## src/rtl/logip_pkg.sv

```systemverilog
// Shared types and command-field helpers for the
// logic-analyser capture sequencer.
package logip_pkg;

  typedef enum logic [2:0] {
    IDLE,
    ARMED,
    TRG,
    RD,
    STB,
    GAP
  } cap_state_t;

  localparam int FMAX   = 64;
  localparam int RD_LSB = 0;

  function automatic int dly_lsb(input int cmd_w);
    return cmd_w / 2;
  endfunction

  function automatic logic [FMAX-1:0] fld_mask(input int w);
    return (FMAX'(1) << w) - FMAX'(1);
  endfunction

  function automatic logic [FMAX-1:0] parse_rd_cnt(
    input logic [FMAX-1:0] cmd,
    input int              cmd_w
  );
    return (cmd >> RD_LSB) & fld_mask(cmd_w / 2);
  endfunction

  function automatic logic [FMAX-1:0] parse_dly_cnt(
    input logic [FMAX-1:0] cmd,
    input int              cmd_w
  );
    return (cmd >> dly_lsb(cmd_w)) & fld_mask(cmd_w / 2);
  endfunction

  // field N means N+1 groups of 2**shift samples
  function automatic logic [FMAX-1:0] scale_cnt(
    input logic [FMAX-1:0] field,
    input int              shift
  );
    return (field + FMAX'(1)) << shift;
  endfunction

endpackage

```

## src/rtl/capture_ptr.sv

```systemverilog
// Sample-RAM write/read pointers and
// saturating fill level.
module capture_ptr
  import logip_pkg::*;
#(
  parameter int DEPTH = 5
) (
  input  logic             clk_i,
  input  logic             rst_in,
  input  logic             wr_inc_i,
  input  logic             rd_load_i,
  input  logic             rd_dec_i,
  input  logic             fill_clr_i,
  input  logic             fill_inc_i,
  output logic [DEPTH-1:0] wr_ptr_o,
  output logic [DEPTH-1:0] rd_ptr_o,
  output logic [DEPTH:0]   fill_o
);

  localparam logic [DEPTH:0] FULL = (DEPTH+1)'(1) << DEPTH;

  logic [DEPTH-1:0] wr_ptr_q, wr_ptr_d;
  logic [DEPTH-1:0] rd_ptr_q, rd_ptr_d;
  logic [DEPTH:0]   fill_q, fill_d;

  always_comb begin
    wr_ptr_d = wr_ptr_q;
    rd_ptr_d = rd_ptr_q;
    fill_d   = fill_q;
    if (wr_inc_i)
      wr_ptr_d = wr_ptr_q + DEPTH'(1);
    // newest sample sits one below the write pointer
    if (rd_load_i)
      rd_ptr_d = wr_ptr_q - DEPTH'(1);
    else if (rd_dec_i)
      rd_ptr_d = rd_ptr_q - DEPTH'(1);
    if (fill_clr_i)
      fill_d = '0;
    else if (fill_inc_i && fill_q != FULL)
      fill_d = fill_q + (DEPTH+1)'(1);
  end

  always_ff @(posedge clk_i or negedge rst_in) begin
    if (!rst_in) begin
      wr_ptr_q <= '0;
      rd_ptr_q <= '0;
      fill_q   <= '0;
    end else begin
      wr_ptr_q <= wr_ptr_d;
      rd_ptr_q <= rd_ptr_d;
      fill_q   <= fill_d;
    end
  end

  assign wr_ptr_o = wr_ptr_q;
  assign rd_ptr_o = rd_ptr_q;
  assign fill_o   = fill_q;

endmodule

```

## src/rtl/capture_ctrl.sv

```systemverilog
// Capture/readback sequencer: pre/post-trigger
// sample writes and newest-first readback.
module capture_ctrl
  import logip_pkg::*;
#(
  parameter int CMD_W     = 32,
  parameter int DEPTH     = 5,
  parameter int CNT_SHIFT = 2
) (
  input  logic             clk_i,
  input  logic             rst_in,
  input  logic             set_cnt_i,
  input  logic [CMD_W-1:0] cmd_i,
  input  logic             arm_i,
  input  logic             run_i,
  input  logic             abort_i,
  input  logic             stb_i,
  output logic             we_o,
  output logic [DEPTH-1:0] addr_o,
  input  logic             tx_rdy_i,
  output logic             tx_stb_o,
  output logic             tx_sel_o,
  output logic             busy_o,
  output logic             done_o
);

  localparam int HW = CMD_W / 2;
  localparam int SW = HW + CNT_SHIFT + 1;

  cap_state_t       state_q, state_d;
  logic [SW-1:0]    cnt_q, cnt_d;
  logic [SW-1:0]    n_rd_q, n_rd_d;
  logic [HW-1:0]    rd_fld_q, rd_fld_d;
  logic [HW-1:0]    dly_fld_q, dly_fld_d;

  logic [SW-1:0]    rd_smp;
  logic [SW-1:0]    dly_smp;
  logic [SW-1:0]    fill_ext;

  logic             wr_inc;
  logic             rd_load;
  logic             rd_dec;
  logic             fill_clr;
  logic             fill_inc;
  logic [DEPTH-1:0] wr_ptr;
  logic [DEPTH-1:0] rd_ptr;
  logic [DEPTH:0]   fill;

  capture_ptr #(
    .DEPTH(DEPTH)
  ) u_ptr (
    .clk_i     (clk_i),
    .rst_in    (rst_in),
    .wr_inc_i  (wr_inc),
    .rd_load_i (rd_load),
    .rd_dec_i  (rd_dec),
    .fill_clr_i(fill_clr),
    .fill_inc_i(fill_inc),
    .wr_ptr_o  (wr_ptr),
    .rd_ptr_o  (rd_ptr),
    .fill_o    (fill)
  );

  assign rd_smp   = SW'(scale_cnt(FMAX'(rd_fld_q), CNT_SHIFT));
  assign dly_smp  = SW'(scale_cnt(FMAX'(dly_fld_q), CNT_SHIFT));
  assign fill_ext = SW'(fill);

  always_comb begin
    state_d   = state_q;
    cnt_d     = cnt_q;
    n_rd_d    = n_rd_q;
    rd_fld_d  = rd_fld_q;
    dly_fld_d = dly_fld_q;
    we_o      = 1'b0;
    tx_stb_o  = 1'b0;
    done_o    = 1'b0;
    wr_inc    = 1'b0;
    rd_load   = 1'b0;
    rd_dec    = 1'b0;
    fill_clr  = 1'b0;
    fill_inc  = 1'b0;

    if (set_cnt_i && (state_q == IDLE || state_q == ARMED)) begin
      rd_fld_d  = HW'(parse_rd_cnt(FMAX'(cmd_i), CMD_W));
      dly_fld_d = HW'(parse_dly_cnt(FMAX'(cmd_i), CMD_W));
    end

    if (abort_i) begin
      state_d  = IDLE;
      fill_clr = 1'b1;
    end else begin
      unique case (state_q)
        IDLE: begin
          if (arm_i) begin
            state_d  = ARMED;
            fill_clr = 1'b1;
          end
        end
        ARMED: begin
          if (stb_i) begin
            we_o     = 1'b1;
            wr_inc   = 1'b1;
            fill_inc = 1'b1;
          end
          if (run_i) begin
            state_d = TRG;
            cnt_d   = '0;
          end
        end
        TRG: begin
          if (cnt_q == dly_smp) begin
            state_d = RD;
            rd_load = 1'b1;
            cnt_d   = '0;
            n_rd_d  = (fill_ext < rd_smp) ? fill_ext : rd_smp;
          end else if (stb_i) begin
            we_o     = 1'b1;
            wr_inc   = 1'b1;
            fill_inc = 1'b1;
            cnt_d    = cnt_q + SW'(1);
          end
        end
        RD: begin
          if (cnt_q == n_rd_q) begin
            state_d = IDLE;
            done_o  = 1'b1;
          end else if (tx_rdy_i) begin
            state_d = STB;
          end
        end
        STB: begin
          tx_stb_o = 1'b1;
          rd_dec   = 1'b1;
          cnt_d    = cnt_q + SW'(1);
          state_d  = GAP;
        end
        // transmitter drops rdy a cycle late; skip it
        GAP: state_d = RD;
        default: state_d = IDLE;
      endcase
    end
  end

  always_ff @(posedge clk_i or negedge rst_in) begin
    if (!rst_in) begin
      state_q   <= IDLE;
      cnt_q     <= '0;
      n_rd_q    <= '0;
      rd_fld_q  <= '0;
      dly_fld_q <= '0;
    end else begin
      state_q   <= state_d;
      cnt_q     <= cnt_d;
      n_rd_q    <= n_rd_d;
      rd_fld_q  <= rd_fld_d;
      dly_fld_q <= dly_fld_d;
    end
  end

  assign tx_sel_o = (state_q == RD) || (state_q == STB) ||
                    (state_q == GAP);
  assign busy_o   = (state_q != IDLE);
  assign addr_o   = tx_sel_o ? rd_ptr : wr_ptr;

endmodule

```

## config.mk

```make
export PLATFORM = sky130hd
export DESIGN_NAME = capture_ctrl
export DESIGN_NICKNAME = d
export VERILOG_FILES = /design/src/rtl/logip_pkg.sv /design/src/rtl/capture_ptr.sv /design/src/rtl/capture_ctrl.sv
export SDC_FILE = /design/constraint.sdc
export NUM_CORES = 1
export LEC_CHECK = 0
export BUFFER_PORTS_ARGS = -buffer_cell sky130_fd_sc_hd__buf_4
export CORE_MARGIN = 3
export CORE_UTILIZATION = 60
export CTS_CLUSTER_DIAMETER = 200
export DETAILED_ROUTE_END_ITERATION = 12
export HOLD_SLACK_MARGIN = 0.03
export PLACE_DENSITY = 0.79
export SETUP_SLACK_MARGIN = 0.2
export SYNTH_ARGS = -nofsm -noshare
export SYNTH_HDL_FRONTEND = slang
export SYNTH_SLANG_ARGS = --single-unit
```

## constraint.sdc

```tcl
create_clock -name clk_i -period 8.8 [get_ports clk_i]
set_input_delay 0.44 -clock clk_i [delete_from_list [all_inputs] [get_ports clk_i]]
set_output_delay 0.44 -clock clk_i [all_outputs]
set_load 0.005 [all_outputs]
```

==> results.yml, run 1 <==
outcome:
  status: "complete, no violations"
die:
  start_util_pct: 62.9
  ioPinCount: 50
  core_sq_um: 8890
  fp.dieW_microns: 103
  rows: 34
  die_area_sq_um: 10500
  die_height_microns: 103
clocking:
  cts_tree: "yes"
  post_cts_buffers: 0
  clkTransAtPathRegs_ps: 90
  numClockSinks: 89
  htreeDepth: 3
  cts_buffer_depth: 2
  clock_latency_ps: 360
  ctsResizeCount: 0
  cts_hold_buf: 0
  cts_root_buf: "clkbuf_8"
  cts-buffers-inserted: 9
grt:
  grt_pass1_vias: 4387
  grt_overflow: 0
  grt_max_degree: 52
  grt_pass1_wl_microns: 21400
  antenna_found_initial: 0
  grtUsageTotal_pct: 25.8
layout:
  drive_above_1_share_pct: 21.2
  final-seq-area_sq_um: 2230
  fillerInstances: 697
  syn_to_final_growth_pct: 10.6
  fin_nets: 658
  multi_input_area_sq_um: 3130
  antenna_cells: 0
  stdcell_area_sq_um: 6190
yosys:
  yosys_warnings: 0
  post-synth-top-area-fraction_pct: 39.8
  synth-xor-area-share_pct: 7.82
  synth_ff_type: "dfrtp_1"
  synth_seq_cells: 89
  synthMuxAreaShare_pct: 10.4
  syn_area_sq_um: 5600
  async_flop_share_pct: 100
  synth_edf_count: 0
  synthTopCellsByArea: "dfrtp_1 40%, mux2_2 8.2%, xnor2_1 5.2%"
  yosysSeqAreaShare_pct: 39.8
  synth_fa_ha_area_share_pct: 2.24
  yosysTopAreaCell: "dfrtp_1"
  yosys.cell_types.count: 67
  syn_inst: 579
  yosys.area_share.simple_pct: 21.2
  syn_area_per_cell_sq_um: 9.67
  synth_nets: 629
  synth_top_family_by_area: "simple AND/OR/NAND/NOR gates"
  synth-compound-area-share_pct: 14.1
placed_design:
  dp_slack_ps: 5550
  dp_hpwl_microns: 9380
  dpl-instance-area_sq_um: 5980
  gp_congestion: 0.889
  port_buffers: 49
min_path:
  hp-class: "in -> async"
timing:
  hold_viol_final: 0
  holdWs_ps: 39.9
  finalCriticalPeriod_ps: 3710
  max_freq_mhz: 270
  finalCritPeriodShare_pct: 42.2
  rsz0062_at_grt: "false"
  setup-violations-final: 0
  postLayoutSetupSlackWorst_ps: 5090
  relSlewSlack_pct: 36.7
  fin_worst_skew_ps: 10.3
  slew_violations: 0
  max_slew.worst_pin.slew_ps: 943
  final.setup.tns_ps: 0
critical_path:
  reg2reg_depth: 9
  reg2reg_to: "cnt_q[13]"
  r2r_start: "dly_fld_q[0]"
  startpoint_type: "register"
  path_max_fanout: 8
  endpoint_kind: "output pin"
  reg2reg_slack_ps: 5470
  path_cells: "ha_1 > nand4_1 > nor4_1 > xnor2_1 > and3_1 > nand3_1 > o21ai_1 > a21oi_2 > buf_4"
  critPathMaxStageDelay_ps: 570
  required_ps: 8360
  worstSetupPathType: "reg -> out"
  crit_arrival_ps: 3270
  cpMaxStageDelayCell: "o21ai_1"
job:
  max-cap-violations: 0
drt:
  routed-via-count: 4506
  detail_route.wl_per_cell_microns: 17.6
  first_iter_violations: 255
  ant_nets: 0
  first_pass_iters: 5
  viasPerCell: 6.25
  wirelength_microns: 12700
  drc: 0
power_and_ir_drop:
  leakagePower_nw: 2.59
  ir_drop_v: 0.000170
  power_density_nw_per_um2: 227
-- synthesized netlist by cell type, types with 2 or more instances --
master / count
a2111oi_0: 2
a211oi_1: 10
a21oi_1: 28
a221o_1: 2
a2bb2oi_1: 3
a31oi_1: 4
and2_1: 5
and3_1: 7
buf_1: 6
buf_2: 7
buf_6: 2
clkbuf_1: 18
dfrtp_1: 89
ha_1: 10
inv_1: 26
mux2_2: 41
mux2i_1: 12
nand2_1: 33
nand2b_1: 9
nand3_1: 25
nand4_1: 17
nor2_1: 24
nor2b_1: 22
nor3_1: 15
nor3b_1: 3
nor4_1: 8
nor4_4: 2
nor4b_1: 2
o211a_1: 2
o211ai_1: 2
o21a_1: 3
o21ai_0: 18
o21ai_1: 2
o21bai_1: 2
o22ai_1: 4
o2bb2ai_1: 4
o31a_1: 2
o31ai_1: 11
or2_2: 4
or3_1: 8
or4_1: 11
xnor2_1: 33
xor2_1: 17
-- sequential cells by signal, summed over array words and instances (netlist names) --
name / cells
state_q: 3
n_rd_q: 19
dly_fld_q: 16
u_ptr.fill_o: 6
u_ptr.wr_ptr_o: 5
u_ptr.rd_ptr_o: 5
rd_fld_q: 16
cnt_q: 19
-- report_power, final --
part           internal, W  switching [W]  total [W]  leakage (nW)
registers         0.000487       0.000144   0.000631          1.14
clock network     0.000149       0.000153   0.000302         0.110
logic             0.000234       0.000238   0.000472          1.34
total             0.000869       0.000535    0.00140          2.59
-- cells by family (layout without fill, tap and decap cells) --
group,after synthesis,in the layout
compound gates,113,113
mux,53,53
fa+ha+maj,10,10
buf+inv,60,94
simple gates,204,204
flops,89,89
xor+xnor,50,50
-- placed cells by master (no fill, tap or decap), drive strengths merged, types with 22 or more instances in the layout --
cell / n
a21oi: 29
buf: 52
dfrtp: 89
inv: 28
mux2: 41
nand2: 33
nand3: 26
nor2: 24
nor2b: 22
xnor2: 33
-- per-layer routing --
metal	routed length (microns)	track usage [%]
met1	5650	34.1
met5	0	0
met3	486	4.13
met2	6270	43.2
met4	290	8.68
-- per-stage QoR --
step	std cells	utilization [%]	total power, W
CTS	721	69.6	0.00141
global placement	705	67.3	0.00108
floorplan	579	-	0.000958
detailed placement	705	67.3	0.00111
global route	721	69.6	0.00150
finish	721	69.6	0.00140
-- worst max path at each step --
| stage | from | cells after the start | endpoint |
|---|---|---|---|
| floorplan | rd_fld_q[0] | 8 | n_rd_q[3] |
| global placement | dly_fld_q[0] | 9 | we_o |
| detailed placement | dly_fld_q[0] | 9 | we_o |
| CTS | dly_fld_q[0] | 9 | we_o |
| global route | dly_fld_q[0] | 9 | we_o |
| finish | dly_fld_q[0] | 9 | we_o |
-- layout make-up --
cell class | instances | share of cell area [%]
clock buffer | 11 | 2.44
clock inverter | 5 | 0.990
timing repair buffer | 52 | 6.30
sequential | 89 | 36.0
multi-input combinational | 430 | 50.5
inverter | 26 | 1.58
tap | 108 | 2.18
-- worst max-delay path, delay by kind of cell, from the launching register on --
kind | cells | cell delay, ps
compound gates | 2 | 730
buf+inv | 1 | 160
simple gates | 4 | 1030
flops | 1 | 480
fa+ha+maj | 1 | 350
xor+xnor | 1 | 160
Note: power is estimated with default switching activity, not from simulation.
==> inputs of run 2 (changes only) <==
--- a/config.mk
+++ b/config.mk
@@ -5,13 +5,14 @@
 export SDC_FILE = /design/constraint.sdc
 export NUM_CORES = 1
 export LEC_CHECK = 0
+export ABC_AREA = 1
 export BUFFER_PORTS_ARGS = -buffer_cell sky130_fd_sc_hd__buf_4
 export CORE_MARGIN = 3
-export CORE_UTILIZATION = 60
+export CORE_UTILIZATION = 55
 export CTS_CLUSTER_DIAMETER = 200
 export DETAILED_ROUTE_END_ITERATION = 12
 export HOLD_SLACK_MARGIN = 0.03
-export PLACE_DENSITY = 0.79
+export PLACE_DENSITY = 0.76
 export SETUP_SLACK_MARGIN = 0.2
 export SYNTH_ARGS = -nofsm -noshare
 export SYNTH_HDL_FRONTEND = slang
==> constraint.sdc (replaced) <==
create_clock -name clk_i -period 3.3 [get_ports clk_i]
set_input_delay 0.165 -clock clk_i [delete_from_list [all_inputs] [get_ports clk_i]]
set_output_delay 0.165 -clock clk_i [all_outputs]
set_load 0.005 [all_outputs]
==> results.yml, run 2 <==
outcome:
  status: "complete, no violations"
job:
  max-cap-violations: 0
yosys:
  syn_inst: 796
  synth_edf_count: 0
  synth_top_family_by_area: "simple AND/OR/NAND/NOR gates"
  yosys_warnings: 0
  synthMuxAreaShare_pct: 3.41
  synth_nets: 846
  synth_most_common_cell: "nand2_1"
  synth_commonest_cells: "193 x nand2_1, 92 x nor2_1, 89 x dfrtp_1"
  syn_area_per_cell_sq_um: 7.46
  yosys.cell_types.count: 44
  async_flop_share_pct: 100
  post-synth-top-area-fraction_pct: 37.5
  synthTopCellsByArea: "dfrtp_1 38%, nand2_1 12%, xor2_1 6.5%"
  yosys.area_share.simple_pct: 34.0
  synth-compound-area-share_pct: 6.09
  synth_ff_type: "dfrtp_1"
  yosysTopAreaCell: "dfrtp_1"
  synth_fa_ha_area_share_pct: 2.11
  yosysSeqAreaShare_pct: 37.5
  synth-xor-area-share_pct: 9.00
  synth_seq_cells: 89
  syn_area_sq_um: 5940
drt:
  first_iter_violations: 400
  ant_nets: 0
  wirelength_microns: 14800
  viasPerCell: 5.32
  detail_route.wl_per_cell_microns: 14.7
  first_pass_iters: 5
  drc: 0
  routed-via-count: 5364
die:
  ioPinCount: 50
  die_height_microns: 110
  fp.dieW_microns: 110
  die_area_sq_um: 12100
  start_util_pct: 57.0
  rows: 37
  core_sq_um: 10400
critical_path:
  startpoint_type: "register"
  endpoint_kind: "output pin"
  path_max_fanout: 5
  crit_arrival_ps: 2690
  worstSetupPathType: "reg -> out"
  required_ps: 3130
power_and_ir_drop:
  leakagePower_nw: 3.35
  ir_drop_v: 0.000631
  p_total_w: 0.00391
  power_density_nw_per_um2: 568
clocking:
  htreeDepth: 3
  cts_buffer_depth: 2
  cts_tree: "yes"
  numClockSinks: 89
  clkTransAtPathRegs_ps: 100
  cts_root_buf: "clkbuf_8"
  clock_latency_ps: 390
  ctsResizeCount: 0
  post_cts_buffers: 0
  cts-buffers-inserted: 9
timing:
  max_slew.worst_pin.slew_ps: 941
  hold_viol_final: 0
  finalCriticalPeriod_ps: 2860
  fin_worst_skew_ps: 16.5
  slew_violations: 0
  setup-violations-final: 0
  max_freq_mhz: 350
  relSlewSlack_pct: 37.0
  finalCritPeriodShare_pct: 86.6
  final.setup.tns_ps: 0
  rsz0062_at_grt: "false"
grt:
  grt_max_degree: 74
  grt_overflow: 0
  grtUsageTotal_pct: 26.9
  grt_pass1_vias: 5288
  antenna_found_initial: 0
  grt_pass1_wl_microns: 25200
layout:
  final_cell_mix: "192 x nand2_1, 92 x nor2_1, 89 x dfrtp_1, 88 x inv_1, 57 x nand3_1"
  antenna_cells: 0
  syn_to_final_growth_pct: 16.1
  stdcell_area_sq_um: 6900
  fin_nets: 919
  reg_top3: "cnt_q: 19 flops, n_rd_q: 19 flops"
  layout_commonest_cell: "nand2_1"
  drive_above_1_share_pct: 15.5
  fin_util_pct: 66.2
  fillerInstances: 935
placed_design:
  port_buffers: 49
  dp_hpwl_microns: 11100
  gp_congestion: 0.992
  dpl-instance-area_sq_um: 6410
min_path:
  hp-class: "in -> reg"
-- run 2: critical path, cell delays in order (launching register included) --
cell     delay (ps)
dfrtp_1         420
ha_1            230
nand2_2         100
nor2_4          130
nand2_2         110
inv_2            90
nand2_2          60
nand2_2          70
nand3_2          60
nor2_1          180
nand2_1         120
nor2_4          170
nand2_2          70
nand2_2          80
nand2_1          70
nand2_2         130
inv_2            70
buf_4           130
-- run 2: metal layers --
metal | share of wire (%) | GRT usage (%) | vias to the layer above
li1 | - | - | 2680
met1 | 44 | 34.7 | 2512
met2 | 48 | 44.7 | 146
met3 | 5.2 | 4.40 | 26
met4 | 3.2 | 11.4 | 0
met5 | 0 | 0 | -
-- run 2: repair_timing --
action	CTS	global route
endpoints found under the hold margin	97	1
setup endpoints to repair	0	0
hold buffers	27	1
-- run 2: area by class of cell --
| class | count | area [sq um] | area share [%] |
|---|---|---|---|
| multi-input combinational | 591 | 3250 | 47.1 |
| inverter | 97 | 367 | 5.32 |
| clock inverter | 5 | 82.6 | 1.20 |
| timing repair buffer | 81 | 678 | 9.83 |
| tap | 136 | 170 | 2.47 |
| clock buffer | 9 | 124 | 1.80 |
| sequential | 89 | 2230 | 32.3 |
-- run 2: path summary, 6_finish.rpt --
kind | startpoint | to | slack, ps | cells past startpoint
worst min-delay path | cmd_i[16] | dly_fld_q[0] | 30 | 3
min in group asynchronous | rst_in | dly_fld_q[12] | 440 | 2
max in group asynchronous | rst_in | rd_fld_q[6] | 2160 | 3
worst max-delay path | dly_fld_q[0] | we_o | 440 | 17
worst max register to register | dly_fld_q[0] | cnt_q[8] | 550 | 20
worst min register to register | n_rd_q[5] | n_rd_q[5] | 510 | 2
-- run 2: cell families after synthesis --
| group | after synthesis |
|---|---|
| AND/OR/NAND/NOR | 434 |
| buffers and inverters | 116 |
| flip-flops | 89 |
| adder cells (fa/ha/maj) | 10 |
| XOR/XNOR | 61 |
| multiplexers | 18 |
| AO/OA/AOI/OAI | 68 |
-- run 2: stage by stage --
step	hold WS (ps)	instances	setup WS [ps]
after floorplan	-131	796	1110
after global placement	353	966	706
after detailed placement	368	966	614
after CTS	31.2	1007	497
after global routing	44.0	1008	229
final	27.4	1008	444
-- run 2: where the power goes --
| part | internal, W | switching, W |
|---|---|---|
| clock network | 0.000418 | 0.000423 |
| registers | 0.00131 | 0.000257 |
| logic | 0.000593 | 0.000918 |
==> inputs of run 3 (changes only) <==
==> constraint.sdc (replaced) <==
create_clock -name clk_i -period 2.5 [get_ports clk_i]
set_input_delay 0.125 -clock clk_i [delete_from_list [all_inputs] [get_ports clk_i]]
set_output_delay 0.125 -clock clk_i [all_outputs]
set_load 0.005 [all_outputs]
==> results.yml, run 3 (synthesis gave the netlist of run 2 again) <==
critical_path:
  reg2reg_to: "u_ptr.rd_ptr_o[4]"
  worstSetupPathType: "reg -> reg"
  crit_arrival_ps: 2860
  r2r_start: "dly_fld_q[0]"
  crit_buf_inv: 1
  required_ps: 2780
  cp_top_family: "simple AND/OR/NAND/NOR gates"
  reg2reg_slack_ps: -80
  cpMaxStageDelayCell: "dfrtp_1"
  crit_top_cell: "nand2_1"
  endpoint_kind: "register"
  critPathMaxStageDelay_ps: 430
  reg2reg_depth: 19
  path_cells: "ha_4 > nand2_4 > nor2_4 > nand2_4 > nand2_2 > nand3_2 > nand2_2 > nand2_2 > nor2_4 > buf_6 > nand4_4 > nand2_1 > nand2_1 > nor2_2 > nand2_2 > nand2_1 > nand2_1 > nand2_1 > nand2_1"
  cp.depth: 19
  startpoint_type: "register"
  path_max_fanout: 5
timing:
  relSlewSlack_pct: 27.2
  max_slew.worst_pin.slew_ps: 1090
  slew_violations: 0
  finalCritPeriodShare_pct: 103
  rsz0062_at_grt: "true"
  postLayoutSetupSlackWorst_ps: -76.1
  setup-violations-final: 14
  fin_worst_skew_ps: 6.95
  finalCriticalPeriod_ps: 2580
  final.setup.tns_ps: -650
  hold_viol_final: 0
  max_freq_mhz: 388
power_and_ir_drop:
  p_total_w: 0.00630
  ir_drop_v: 0.000629
  leakagePower_nw: 3.95
  power_density_nw_per_um2: 763
die:
  ioPinCount: 50
  fp.dieW_microns: 110
  rows: 37
  die_height_microns: 110
  start_util_pct: 57.0
  core_sq_um: 10400
  die_area_sq_um: 12100
grt:
  grt_max_degree: 48
  antenna_found_initial: 0
  grt_pass1_vias: 5959
  grtUsageTotal_pct: 30.1
  grt_pass1_wl_microns: 28200
  grt_overflow: 0
placed_design:
  dp_hpwl_microns: 11400
  dpl-instance-area_sq_um: 6620
  dp_slack_ps: -28.4
  gp_congestion: 0.931
  port_buffers: 49
clocking:
  htreeDepth: 3
  numClockSinks: 89
  clkTransAtPathRegs_ps: 90
  cts-buffers-inserted: 9
  cts_buffer_depth: 2
  clock_latency_ps: 380
  cts_tree: "yes"
  cts_root_buf: "clkbuf_8"
layout:
  drive_above_1_share_pct: 33.0
  antenna_cells: 0
  syn_to_final_growth_pct: 39.1
  reg_top3: "cnt_q: 19 flops, n_rd_q: 19 flops"
  final_cell_mix: "146 x nand2_1, 91 x buf_4, 87 x dfrtp_1, 83 x inv_1, 79 x nor2_1"
  stdcell_area_sq_um: 8260
  fin_nets: 993
  fillerInstances: 690
  fin_util_pct: 79.3
  layout_commonest_cell: "nand2_1"
drt:
  ant_nets: 0
  first_iter_violations: 551
  viasPerCell: 5.49
  detail_route.wl_per_cell_microns: 16.5
  drc: 0
  wirelength_microns: 17900
  first_pass_iters: 5
  routed-via-count: 5952
outcome:
  status: "complete, but fails checks"
  violations: "negative setup slack"
min_path:
  hp-class: "in -> async"
job:
  max-cap-violations: 0
run 3: cell count changes in the layout (fill, tap and decap cells not counted), moves of 7 or more:
| cell | delta |
|---|---|
| buf_4 | +38 |
| nand2_1 | -46 |
| nand2_2 | +32 |
| nor2_1 | -13 |
| buf_6 | +21 |
| o21ai_1 | -7 |
| dlygate4sd3_1 | +7 |
| nand3_1 | -16 |
| o21ai_2 | +12 |
| nand2_4 | +11 |
| nand3_2 | +14 |
| nor2_4 | +9 |
run 3: final cells by class:
type	count	area (sq um)	area share, %
well taps	136	170	2.06
flip-flops and latches	89	2230	27.0
clock inverters	6	113	1.36
inverters	97	387	4.68
clock buffers	10	138	1.67
multi-input cells	593	3830	46.4
repair buffers	153	1390	16.9
run 3: power breakdown:
group	internal (W)	leakage (nW)	switching (W)
clock network	0.000697	0.127	0.000562
registers	0.00172	1.06	0.000374
logic	0.00125	2.76	0.00170
total	0.00367	3.95	0.00263
run 3: timing repair:
action                                  CTS  global route
pin swaps                                31            42
hold buffers                             34             1
resized for setup                        85            96
buffers inserted                         25            15
endpoints found under the setup margin   50            59
endpoints found under the hold margin    78             1
gates cloned                              3             0
run 3: worst reg2reg max path, cell delays in order (launching register included):
cell	delay [ps]
dfrtp_1	430
ha_4	190
nand2_4	60
nor2_4	160
nand2_4	120
nand2_2	110
nand3_2	60
nand2_2	90
nand2_2	70
nor2_4	180
buf_6	150
nand4_4	150
nand2_1	130
nand2_1	90
nor2_2	180
nand2_2	80
nand2_1	70
nand2_1	50
nand2_1	50
nand2_1	50
run 3: stage by stage:
stage	instances	hold WS, ps
5_1_grt	1084	351
3_3_place_gp	990	183
6_report	1084	305
3_5_place_dp	990	191
2_1_floorplan	796	-171
4_1_cts	1068	32.3
run 3: worst max-delay path by stage:
stage | start | end
global route | dly_fld_q[0] | u_ptr.rd_ptr_o[4]
finish | dly_fld_q[0] | u_ptr.rd_ptr_o[4]
detailed placement | rd_fld_q[0] | n_rd_q[3]
floorplan | dly_fld_q[0] | u_ptr.rd_ptr_o[4]
global placement | dly_fld_q[0] | u_ptr.rd_ptr_o[3]
CTS | dly_fld_q[1] | we_o
run 3: routing by layer:
metal  vias up  wire (microns)  track usage [%]
li1       2844               -                -
met1      2864            7210             34.9
met2       184            9220             53.1
met3        60             739             6.46
met4         0             727             13.6
met5         -               0                0
